[src/rtl/ux607_regvec_pkg.sv]
// Shared types and helpers for the register-vector write controller.
// Holds the FSM state encoding, the id width rule and the masked read-modify-write merge.
package ux607_regvec_pkg;

  typedef enum logic [1:0] {
    IDLE  = 2'd0,
    WRITE = 2'd1,
    CHECK = 2'd2
  } state_e;

  localparam int MAX_WIDTH = 32;

  function automatic int id_width(input int n);
    return (n <= 2) ? 1 : $clog2(n);
  endfunction

  // Bits with mask=1 take the new data, the rest keep the current contents.
  function automatic logic [MAX_WIDTH-1:0] masked_merge(
    input logic [MAX_WIDTH-1:0] q,
    input logic [MAX_WIDTH-1:0] d,
    input logic [MAX_WIDTH-1:0] m
  );
    return (q & ~m) | (d & m);
  endfunction

endpackage

[src/rtl/ux607_rr_arb.sv]
// Round-robin picker: first valid requester at or above ptr, wrapping; combinational, zero latency.
// Grant is suppressed while advance is low, so callers hold off grants when they cannot accept.
module ux607_rr_arb #(
  parameter int NREQ = 2,
  parameter int IDW  = 1
) (
  input  logic [NREQ-1:0] valid,
  input  logic [IDW-1:0]  ptr,
  input  logic            advance,
  output logic [NREQ-1:0] grant,
  output logic [IDW-1:0]  idx
);

  logic found;
  int   cand;

  always_comb begin
    grant = '0;
    idx   = '0;
    found = 1'b0;
    cand  = 0;
    for (int k = 0; k < NREQ; k++) begin
      cand = int'(ptr) + k;
      if (cand >= NREQ) cand = cand - NREQ;
      for (int j = 0; j < NREQ; j++) begin
        if (!found && j == cand && valid[j]) begin
          found    = 1'b1;
          idx      = IDW'(j);
          grant[j] = advance;
        end
      end
    end
  end

endmodule

[src/rtl/ux607_regvec_wr_arb.sv]
// Arbitrated masked writer for one shared register vector: accept, write, read back; accept-to-rsp 2 cycles.
// One write in flight at a time; req_ready stays low outside IDLE, so requesters hold valid/data until accepted.
module ux607_regvec_wr_arb
  import ux607_regvec_pkg::*;
#(
  parameter int NREQ  = 2,
  parameter int WIDTH = 3,
  parameter int IDW   = id_width(NREQ)
) (
  input  logic                  clock,
  input  logic                  reset,
  input  logic [NREQ-1:0]       req_valid,
  output logic [NREQ-1:0]       req_ready,
  input  logic [NREQ*WIDTH-1:0] req_data,
  input  logic [NREQ*WIDTH-1:0] req_mask,
  output logic [WIDTH-1:0]      reg_d,
  output logic                  reg_en,
  input  logic [WIDTH-1:0]      reg_q,
  output logic                  rsp_valid,
  output logic [IDW-1:0]        rsp_id,
  output logic                  rsp_ok,
  output logic                  busy
);

  state_e               state;
  logic [IDW-1:0]       rr_ptr;
  logic [IDW-1:0]       gid;
  logic [IDW-1:0]       gidx;
  logic [IDW-1:0]       ptr_next;
  logic [NREQ-1:0]      gnt;
  logic                 arb_go;
  logic [WIDTH-1:0]     exp_q;
  logic [WIDTH-1:0]     sel_data;
  logic [WIDTH-1:0]     sel_mask;
  logic [WIDTH-1:0]     merged;
  logic [MAX_WIDTH-1:0] merged_w;
  logic                 reg_en_q;
  logic                 rsp_vld_q;
  logic                 busy_q;

  // Grants only from IDLE and never in a reset cycle, so req_ready is 0 under reset.
  assign arb_go = (state == IDLE) && !reset;

  ux607_rr_arb #(
    .NREQ (NREQ),
    .IDW  (IDW)
  ) u_rr_arb (
    .valid   (req_valid),
    .ptr     (rr_ptr),
    .advance (arb_go),
    .grant   (gnt),
    .idx     (gidx)
  );

  always_comb begin
    sel_data = '0;
    sel_mask = '0;
    for (int i = 0; i < NREQ; i++) begin
      if (gidx == IDW'(i)) begin
        sel_data = req_data[i*WIDTH +: WIDTH];
        sel_mask = req_mask[i*WIDTH +: WIDTH];
      end
    end
  end

  assign merged_w = masked_merge(MAX_WIDTH'(reg_q), MAX_WIDTH'(sel_data), MAX_WIDTH'(sel_mask));
  assign merged   = merged_w[WIDTH-1:0];
  assign ptr_next = (int'(gidx) == NREQ - 1) ? '0 : gidx + IDW'(1);

  always_ff @(posedge clock) begin
    if (reset) begin
      state     <= IDLE;
      rr_ptr    <= '0;
      gid       <= '0;
      exp_q     <= '0;
      reg_en_q  <= 1'b0;
      rsp_vld_q <= 1'b0;
      busy_q    <= 1'b0;
    end else begin
      case (state)
        IDLE: begin
          if (|gnt) begin
            gid      <= gidx;
            exp_q    <= merged;
            rr_ptr   <= ptr_next;
            reg_en_q <= 1'b1;
            busy_q   <= 1'b1;
            state    <= WRITE;
          end
        end
        WRITE: begin
          reg_en_q  <= 1'b0;
          rsp_vld_q <= 1'b1;
          state     <= CHECK;
        end
        CHECK: begin
          rsp_vld_q <= 1'b0;
          busy_q    <= 1'b0;
          state     <= IDLE;
        end
        default: begin
          reg_en_q  <= 1'b0;
          rsp_vld_q <= 1'b0;
          busy_q    <= 1'b0;
          state     <= IDLE;
        end
      endcase
    end
  end

  assign req_ready = gnt;
  assign reg_d     = exp_q;
  assign reg_en    = reg_en_q;
  // A reset landing in CHECK drops the response that would otherwise be reported.
  assign rsp_valid = rsp_vld_q && !reset;
  assign rsp_id    = gid;
  assign rsp_ok    = rsp_valid && (reg_q == exp_q);
  assign busy      = busy_q;

endmodule

[config.mk]
export PLATFORM = sky130hd
export DESIGN_NAME = ux607_regvec_wr_arb
export DESIGN_NICKNAME = d
export VERILOG_FILES = /design/src/rtl/ux607_regvec_pkg.sv /design/src/rtl/ux607_rr_arb.sv /design/src/rtl/ux607_regvec_wr_arb.sv
export SDC_FILE = /design/constraint.sdc
export NUM_CORES = 1
export LEC_CHECK = 0
export CAP_MARGIN = 0
export CORE_AREA = 2 2 39 41
export DETAILED_ROUTE_END_ITERATION = 12
export DIE_AREA = 0 0 41 43
export DONT_BUFFER_PORTS = 1
export SYNTH_ARGS = -nofsm -noshare
export SYNTH_HDL_FRONTEND = slang
export SYNTH_SLANG_ARGS = --single-unit
[constraint.sdc]
create_clock -name clock -period 2.02 [get_ports clock]
set_input_delay 0.505 -clock clock [delete_from_list [all_inputs] [get_ports clock]]
set_output_delay 0.505 -clock clock [all_outputs]
set_load 0.01 [all_outputs]
### After elaboration in Yosys (flattened, before gate mapping)

Cells that the tools add are included.

* input bits: 19
* output and inout port bits: 10
* bits in registers: 10

* mux-type cells: 21
* equality and inequality tests: 6
* reductions and logical operators: 21
* $add $sub $neg: 4
* $lt $le $gt $ge: 2
* bitwise gates (word level): 6

Operators with widths (count)
* == test 2 x 32 -> 1 bit, first input constant: 2
* zero test 32 bit: 2
* two-way mux 32 bit: 2
* greater-or-equal comparator 32 x 3 -> 1 bit, second input constant: 1
* subtractor 32 x 3 -> 32 bit, second input constant: 1
* two-way mux 1 bit: 12
* logical AND 1 bit: 10
* bitwise AND 3 bit: 2
* two-way mux 3 bit: 2
* one-hot mux 1 bit (2 select lines): 3
* AND reduction 2 bit: 3
* zero test 1 bit: 4
* one-hot mux 2 bit (2 select lines): 1
* == test 3 bit: 1
* NOT 3 bit: 1
* OR 3 bit: 1
* subtractor 1 x 2 -> 3 bit, second input constant: 1
* adder 1 x 1 -> 2 bit, second input constant: 1
* == test 2 x 1 -> 1 bit, second input constant: 1
* == test 2 bit, second input constant: 1
* greater-or-equal comparator 1 x 2 -> 1 bit, second input constant: 1
* zero test 2 bit: 1
* two-way mux 2 bit: 1
* != test 2 x 1 -> 1 bit, second input constant: 1
* 3 further kinds: 4

### Longest topological paths before layout

Gate-level depths: netlist (run 1).

* depth after elaboration: 21
* depth in mapped cells: 4
* gate-level depth less buffers: 3

### Modules after synthesis

Synthesis (run 1) repeated with hierarchy kept, for this count alone.

* cells, all modules: 59
* area, all modules: 551.8 µm²

By module, submodules not included
* ux607_regvec_wr_arb: cells an instance 54, instances 1, sequential area each 200.2 µm², area an instance 524.3 µm²
* ux607_rr_arb: cells an instance 5, instances 1, sequential area each 0.0 µm², area an instance 27.5 µm²

### Least setup slack after synthesis (run 1)

OpenSTA, ideal clock, no wires.

* kind: in2out
* start point: input port req_valid[1]
* end point: output port req_ready[0]
* path buffers: 1
* required time: 1.515 ns
* data arrival time: 1.377 ns
* cell stages on the path: 2
* slack: 0.138 ns
* cells stage by stage: clkbuf_1 > a2111oi_0

* longest elaborated chain between the ends: 6

Ends and longest elaborated chain
* from (decl): RTL line ux607_regvec_wr_arb.sv:12 `input logic [NREQ-1:0] req_valid,`
* logical AND 1 bit: RTL line ux607_rr_arb.sv:26 `if (!found && j == cand && valid[j]) begin`
* two-way mux 1 bit: RTL line ux607_rr_arb.sv:26
* zero test 1 bit: RTL line ux607_rr_arb.sv:26
* logical AND 1 bit (2 in series): RTL line ux607_rr_arb.sv:26
* two-way mux 1 bit: RTL line ux607_rr_arb.sv:26
* to (decl): RTL line ux607_regvec_wr_arb.sv:13 `output logic [NREQ-1:0] req_ready,`

No other way between the ends.

### Final worst setup path (run 1)

* start point: register state[0]
* end point: output port req_ready[0]

* longest elaborated chain between the ends: 4

Ends and longest elaborated chain
* from (decl): RTL line ux607_regvec_wr_arb.sv:25 `state_e state;`
* from (signal assigned): RTL line ux607_regvec_wr_arb.sv:72 `state <= IDLE;`
* from (signal assigned): RTL line ux607_regvec_wr_arb.sv:88 `state <= WRITE;`
* from (signal assigned): RTL line ux607_regvec_wr_arb.sv:94 `state <= CHECK;`
* zero test 2 bit *: RTL line ux607_regvec_wr_arb.sv:42 `assign arb_go = (state == IDLE) && !reset;`
* logical AND 1 bit *: RTL line ux607_regvec_wr_arb.sv:42
* two-way mux 1 bit: RTL line ux607_rr_arb.sv:26
* two-way mux 1 bit *: RTL line ux607_rr_arb.sv:26

Every way passes the cells marked *; elsewhere a longest branch is shown, timed or not.

==> impl_metrics.py, run 1 <==
metrics = {
    "status": {
        "status": "finished clean",
    },
    "final_layout": {
        "areaGrowthSynthToFinish_pct": 12.17,
        "stdcell_count": 81,
        "diodes": 0,
        "postLayoutCoreUtil": 0.4250,
        "fin_area_um2": 588.1,
        "nets": 85,
        "final_layout_size_suffix_gt1_frac": 0.1077,
    },
    "power": {
        "p_leak_uw": 0.0002472,
        "worst_ir_drop_vdd_mv": 0.4706,
        "powerDensity_nw_per_um2": 828.4,
    },
    "global_routing": {
        "grt-ovfl-total": 0,
        "grt_usage": 0.1486,
        "antenna_found_initial": 0,
        "grt_pass1_wl_um": 1731,
        "grt_max_degree": 13,
        "grt_pass1_vias": 452,
    },
    "yosys": {
        "synth_most_common_cell": "dfxtp_1",
        "synthTopCellsByArea": "dfxtp_1 38%, mux2i_1 5.7%, a221oi_1 5.0%, and3_1 4.8%, nor2b_1 4.8%",
        "synth_cell_types": 24,
        "ys_warn_count": 0,
        "synth_nets": 81,
        "yosys.area.top_type_share": 0.3819,
        "synth_cells": 62,
        "synth_area_leader_cell": "dfxtp_1",
        "synth.avg_cell_area_um2": 8.456,
        "yosys_register_bits": 10,
        "async_flop_share": 0,
        "synth_edf_count": 0,
        "syn-cell-area_um2": 524.3,
        "seq_area_frac_synth": 0.3819,
        "ys.flop_type": "dfxtp_1",
        "synth.cells.most_frequent": "10 x dfxtp_1, 5 x inv_1, 4 x and3_1, 4 x nor2b_1, 4 x o21ai_0",
    },
    "setup_path": {
        "cp_cell_sequence": "or2_1, a2111oi_2, buf_4",
        "crit_required_ps": 1510,
        "worstPathBufferInverterCount": 1,
        "slowest_delay_ps": 340,
        "slowest_stage": "dfxtp_1",
        "cp-start-kind": "flop",
        "critPathKind": "reg2out",
        "critPathArrivalTime_ps": 1420,
        "cp_max_fo": 7,
        "cp_top_family": "flip-flops",
        "end_kind": "output port",
    },
    "placed_design": {
        "placed_cell_area_um2": 545.5,
        "dp_cells": 77,
        "place_congestion": 0.7495,
        "dp_hpwl_um": 841.5,
        "port_buffers": 0,
        "place_ws_ps": 304.3,
    },
    "clock_network": {
        "cts.path.max_buffers": 2,
        "postCtsHoldBufs": 0,
        "h-tree-depth": 1,
        "clk_latency_ps": 260,
        "cts-buffers-inserted": 3,
        "post_cts_buffers": 0,
        "root_buffer": "clkbuf_4",
        "cts_tree": "done",
        "clk_pin_slew_ps": 70,
        "cts_resized": 0,
        "clock-sinks": 10,
    },
    "sta": {
        "maxClockFrequency_mhz": 520.7,
        "relSlewSlack": 0.5371,
        "hold_viol": 0,
        "fin_ws_ps": 99.53,
        "finalSetupViolCount": 0,
        "fin_crit_sh": 0.9507,
        "skew_ps": 2.057,
        "period_minus_slack_ps": 1920,
        "tns_ps": 0,
        "slew_violations": 0,
        "rsz0062_at_grt": "no",
        "worst_slew_pin_slew_ps": 687.0,
    },
    "floorplanning": {
        "core_um2": 1384,
        "start_util": 0.3788,
        "io_pins": 29,
        "die_h_um": 43,
        "die_area_um2": 1763,
        "fp.dieW_um": 41,
        "rows": 14,
    },
    "route": {
        "route.detailed.drc": 0,
        "ant_nets": 0,
        "wl_per_cell_um": 13.67,
        "via_per_inst": 5.617,
        "first_pass_iters": 4,
        "via_count": 455,
        "drt_iter0_markers": 7,
        "wl_um": 1107,
    },
    "flow_run": {
        "cap_violations": 0,
    },
    "worst_hold_path": {
        "hold_class": "in2reg",
    },
}
## layout make-up
type,count,area (um2)
Fill cell,152,795.8
Multi-Input combinational cell,44,297.8
Sequential cell,10,200.2
Clock buffer,4,36.28
Tap cell,16,20.02
Inverter,5,18.77
Timing Repair Buffer,2,15.01
## metal layers
layer / GRT usage / share of wire / vias to the layer above
met5: 0 / 0 / -
met4: 0.06000 / 0.012 / 0
met3: 0.08901 / 0.10 / 2
met2: 0.2250 / 0.48 / 17
met1: 0.1612 / 0.40 / 204
li1: - / - / 232
## worst paths after layout
path                  start      endpoint  slack [ps]  depth (start not counted)
hold reg to reg   rsp_vld_q     rsp_vld_q         480                          2
setup reg to reg   state[0]          busy         780                          3
setup / recovery   state[0]  req_ready[0]         100                          3
hold / removal        reset        rr_ptr         300                          1
## through the flow
step	total power, uW	hold slack [ps]
6_report	487.1	300.6
5_1_grt	519.3	285.7
4_1_cts	493.6	290.5
3_5_place_dp	312.4	459.7
3_3_place_gp	311.8	472.0
2_1_floorplan	301.7	449.2
## cell usage in the layout (no fill, tap or decap), types with 2 or more instances in the layout
cell	instances
clkbuf_4	3
o31ai_1	3
a221oi_1	3
nor3_1	3
nor2_1	3
o21ai_0	4
nor2b_1	4
and3_1	4
buf_4	2
xor2_1	2
o211ai_1	3
a21oi_1	2
mux2i_1	3
dfxtp_1	10
nand2b_1	2
inv_1	5
## state kept, by name, summed over array words and instances (netlist names)
register and flops:
reg_d 3, state 2, busy 1, reg_en 1, rr_ptr 1, rsp_id 1
rsp_vld_q 1
## kinds of logic after synthesis
group / Yosys count / share of synthesized area
AO/OA/AOI/OAI: 17 / 0.2244
XOR/XNOR: 3 / 0.05013
buffers and inverters: 8 / 0.06205
flip-flops: 10 / 0.3819
multiplexers: 3 / 0.05728
AND/OR/NAND/NOR: 21 / 0.2243
## power by group
group / switching (uW) / internal (uW)
logic: 33.3 / 35.5
clock network: 68.2 / 109
registers: 23.5 / 217
total: 125 / 362
Note: power is estimated with default switching activity, not from simulation.
==> inputs of run 2 (changes only) <==
GPL_TIMING_DRIVEN = 0   (was default)
==> impl_metrics.py, run 2 (same netlist as run 1, synthesis figures left out) <==
metrics = {
    "status": {
        "status": "finished clean",
    },
    "route": {
        "via_per_inst": 5.573,
        "wl_per_cell_um": 13.61,
        "via_count": 457,
        "drt_iter0_markers": 6,
        "route.detailed.drc": 0,
        "wl_um": 1116,
        "first_pass_iters": 3,
        "ant_nets": 0,
    },
    "global_routing": {
        "grt-ovfl-total": 0,
        "grt_pass1_wl_um": 1669,
        "grt_usage": 0.1483,
        "grt_max_degree": 11,
        "antenna_found_initial": 0,
        "grt_pass1_vias": 417,
    },
    "setup_path": {
        "cp_cell_sequence": "or2_1, buf_2, a2111oi_2",
        "r2r_cells": 3,
        "crit_required_ps": 1510,
        "slowest_delay_ps": 430,
        "crit_end": "req_ready[0]",
        "cp-start-kind": "flop",
        "critPathArrivalTime_ps": 1430,
        "slowest_stage": "a2111oi_2",
        "reg2reg_from": "state[0]",
        "crit_start": "state[0]",
        "critPathKind": "reg2out",
        "r2r_end": "reg_d[0]",
        "end_kind": "output port",
        "cp_top_family": "compound AO/OA/AOI/OAI gates",
        "cp_max_fo": 7,
        "worstPathBufferInverterCount": 1,
        "r2r_slack_ps": 750,
        "path_depth": 3,
    },
    "flow_run": {
        "cap_violations": 0,
    },
    "sta": {
        "hold_viol": 0,
        "skew_ps": 3.863,
        "maxClockFrequency_mhz": 516.4,
        "tns_ps": 0,
        "fin_crit_sh": 0.9587,
        "finalSetupViolCount": 0,
        "slew_violations": 0,
        "worst_slew_pin_slew_ps": 693.1,
        "relSlewSlack": 0.5330,
        "rsz0062_at_grt": "no",
        "period_minus_slack_ps": 1937,
    },
    "clock_network": {
        "cts.path.max_buffers": 2,
        "clk_latency_ps": 270,
        "root_buffer": "clkbuf_4",
        "clock-sinks": 10,
        "clk_pin_slew_ps": 60,
        "cts_tree": "done",
        "cts-buffers-inserted": 3,
        "postCtsHoldBufs": 0,
        "h-tree-depth": 1,
    },
    "floorplanning": {
        "core_um2": 1384,
        "rows": 14,
        "die_area_um2": 1763,
        "start_util": 0.3788,
        "io_pins": 29,
        "die_h_um": 43,
        "fp.dieW_um": 41,
    },
    "final_layout": {
        "layout_common_cells": "10 x dfxtp_1, 5 x inv_1, 4 x nor2b_1, 4 x and3_1, 4 x o21ai_0",
        "multi_input_area_um2": 297.8,
        "areaGrowthSynthToFinish_pct": 11.93,
        "final_layout_size_suffix_gt1_frac": 0.1061,
        "ff_latch_area_um2": 200.2,
        "final_common_cell": "dfxtp_1",
        "largest_reg_flops": 3,
        "stdcell_count": 82,
        "nets": 86,
        "fillers": 146,
        "diodes": 0,
    },
    "power": {
        "finalPower_uw": 493.9,
        "powerDensity_nw_per_um2": 841.7,
        "p_leak_uw": 0.0002462,
        "worst_ir_drop_vdd_mv": 0.5826,
    },
    "placed_design": {
        "port_buffers": 0,
        "dp_hpwl_um": 847.5,
        "place_congestion": 0.6735,
        "dp_cells": 78,
    },
    "worst_hold_path": {
        "hold_class": "reg2reg",
        "hold_start": "rsp_vld_q",
    },
}
-- run 2: cell count changes in the layout (fill, tap and decap cells not counted) --
cell,previous run,this run
buf_2,0,2
clkbuf_1,0,1
buf_4,2,0
-- run 2: area by class of cell --
class / instances / area share
well taps: 16 / 0.03412
plain buffers: 3 / 0.02345
flip-flops and latches: 10 / 0.3412
multi-input cells: 44 / 0.5075
clock buffers: 4 / 0.06183
inverters: 5 / 0.03198
-- run 2: tightest hold or removal path, cell delays in order (launching register included) --
cell and delay [ps]:
dfxtp_1 310, nor2_1 80, nor3_1 50
-- run 2: how the worst min path moves through the flow --
stage,slack [ps],cells past startpoint,endpoint
CTS,480,2,rsp_vld_q
finish,480,2,rsp_vld_q
floorplan,450,2,rsp_vld_q
detailed placement,460,2,rsp_vld_q
global route,490,2,rsp_vld_q
global placement,460,2,rsp_vld_q
-- run 2: stage by stage --
| stage | hold slack (ps) | utilization | setup slack [ps] | instance area [um2] |
|---|---|---|---|---|
| floorplan | 449.2 | - | 138.2 | 524.3 |
| global placement | 462.4 | 0.3933 | -12.74 | 544.3 |
| detailed placement | 464.7 | 0.3933 | -36.42 | 544.3 |
| CTS | 477.6 | 0.4241 | 67.90 | 586.8 |
| global route | 491.8 | 0.4241 | 18.22 | 586.8 |
| finish | 479.9 | 0.4241 | 83.36 | 586.8 |
-- run 2: power by group --
part	internal [uW]	total, uW	switching, uW
logic	35.1	74.4	39.3
clock network	109	179	69.9
registers	217	240	23.0
total	362	494	132
-- run 2: repair_timing --
action	CTS	global route
endpoints found under the setup margin	1	0
gates resized for setup	2	0
buffers inserted	0	0
-- run 2: metal layers --
layer  GRT usage  vias to the layer above  wire, um
met5           0                        -         0
met3     0.09948                        2       108
met2      0.2219                       17       512
li1            -                      234         -
met1      0.1569                      204       483
met4     0.06000                        0        10
==> inputs of run 3 (changes only) <==
GPL_ROUTABILITY_DRIVEN = 1   (was default)
==> results of run 3 <==
Final layout, timing and power as in run 2 (identical DEF).
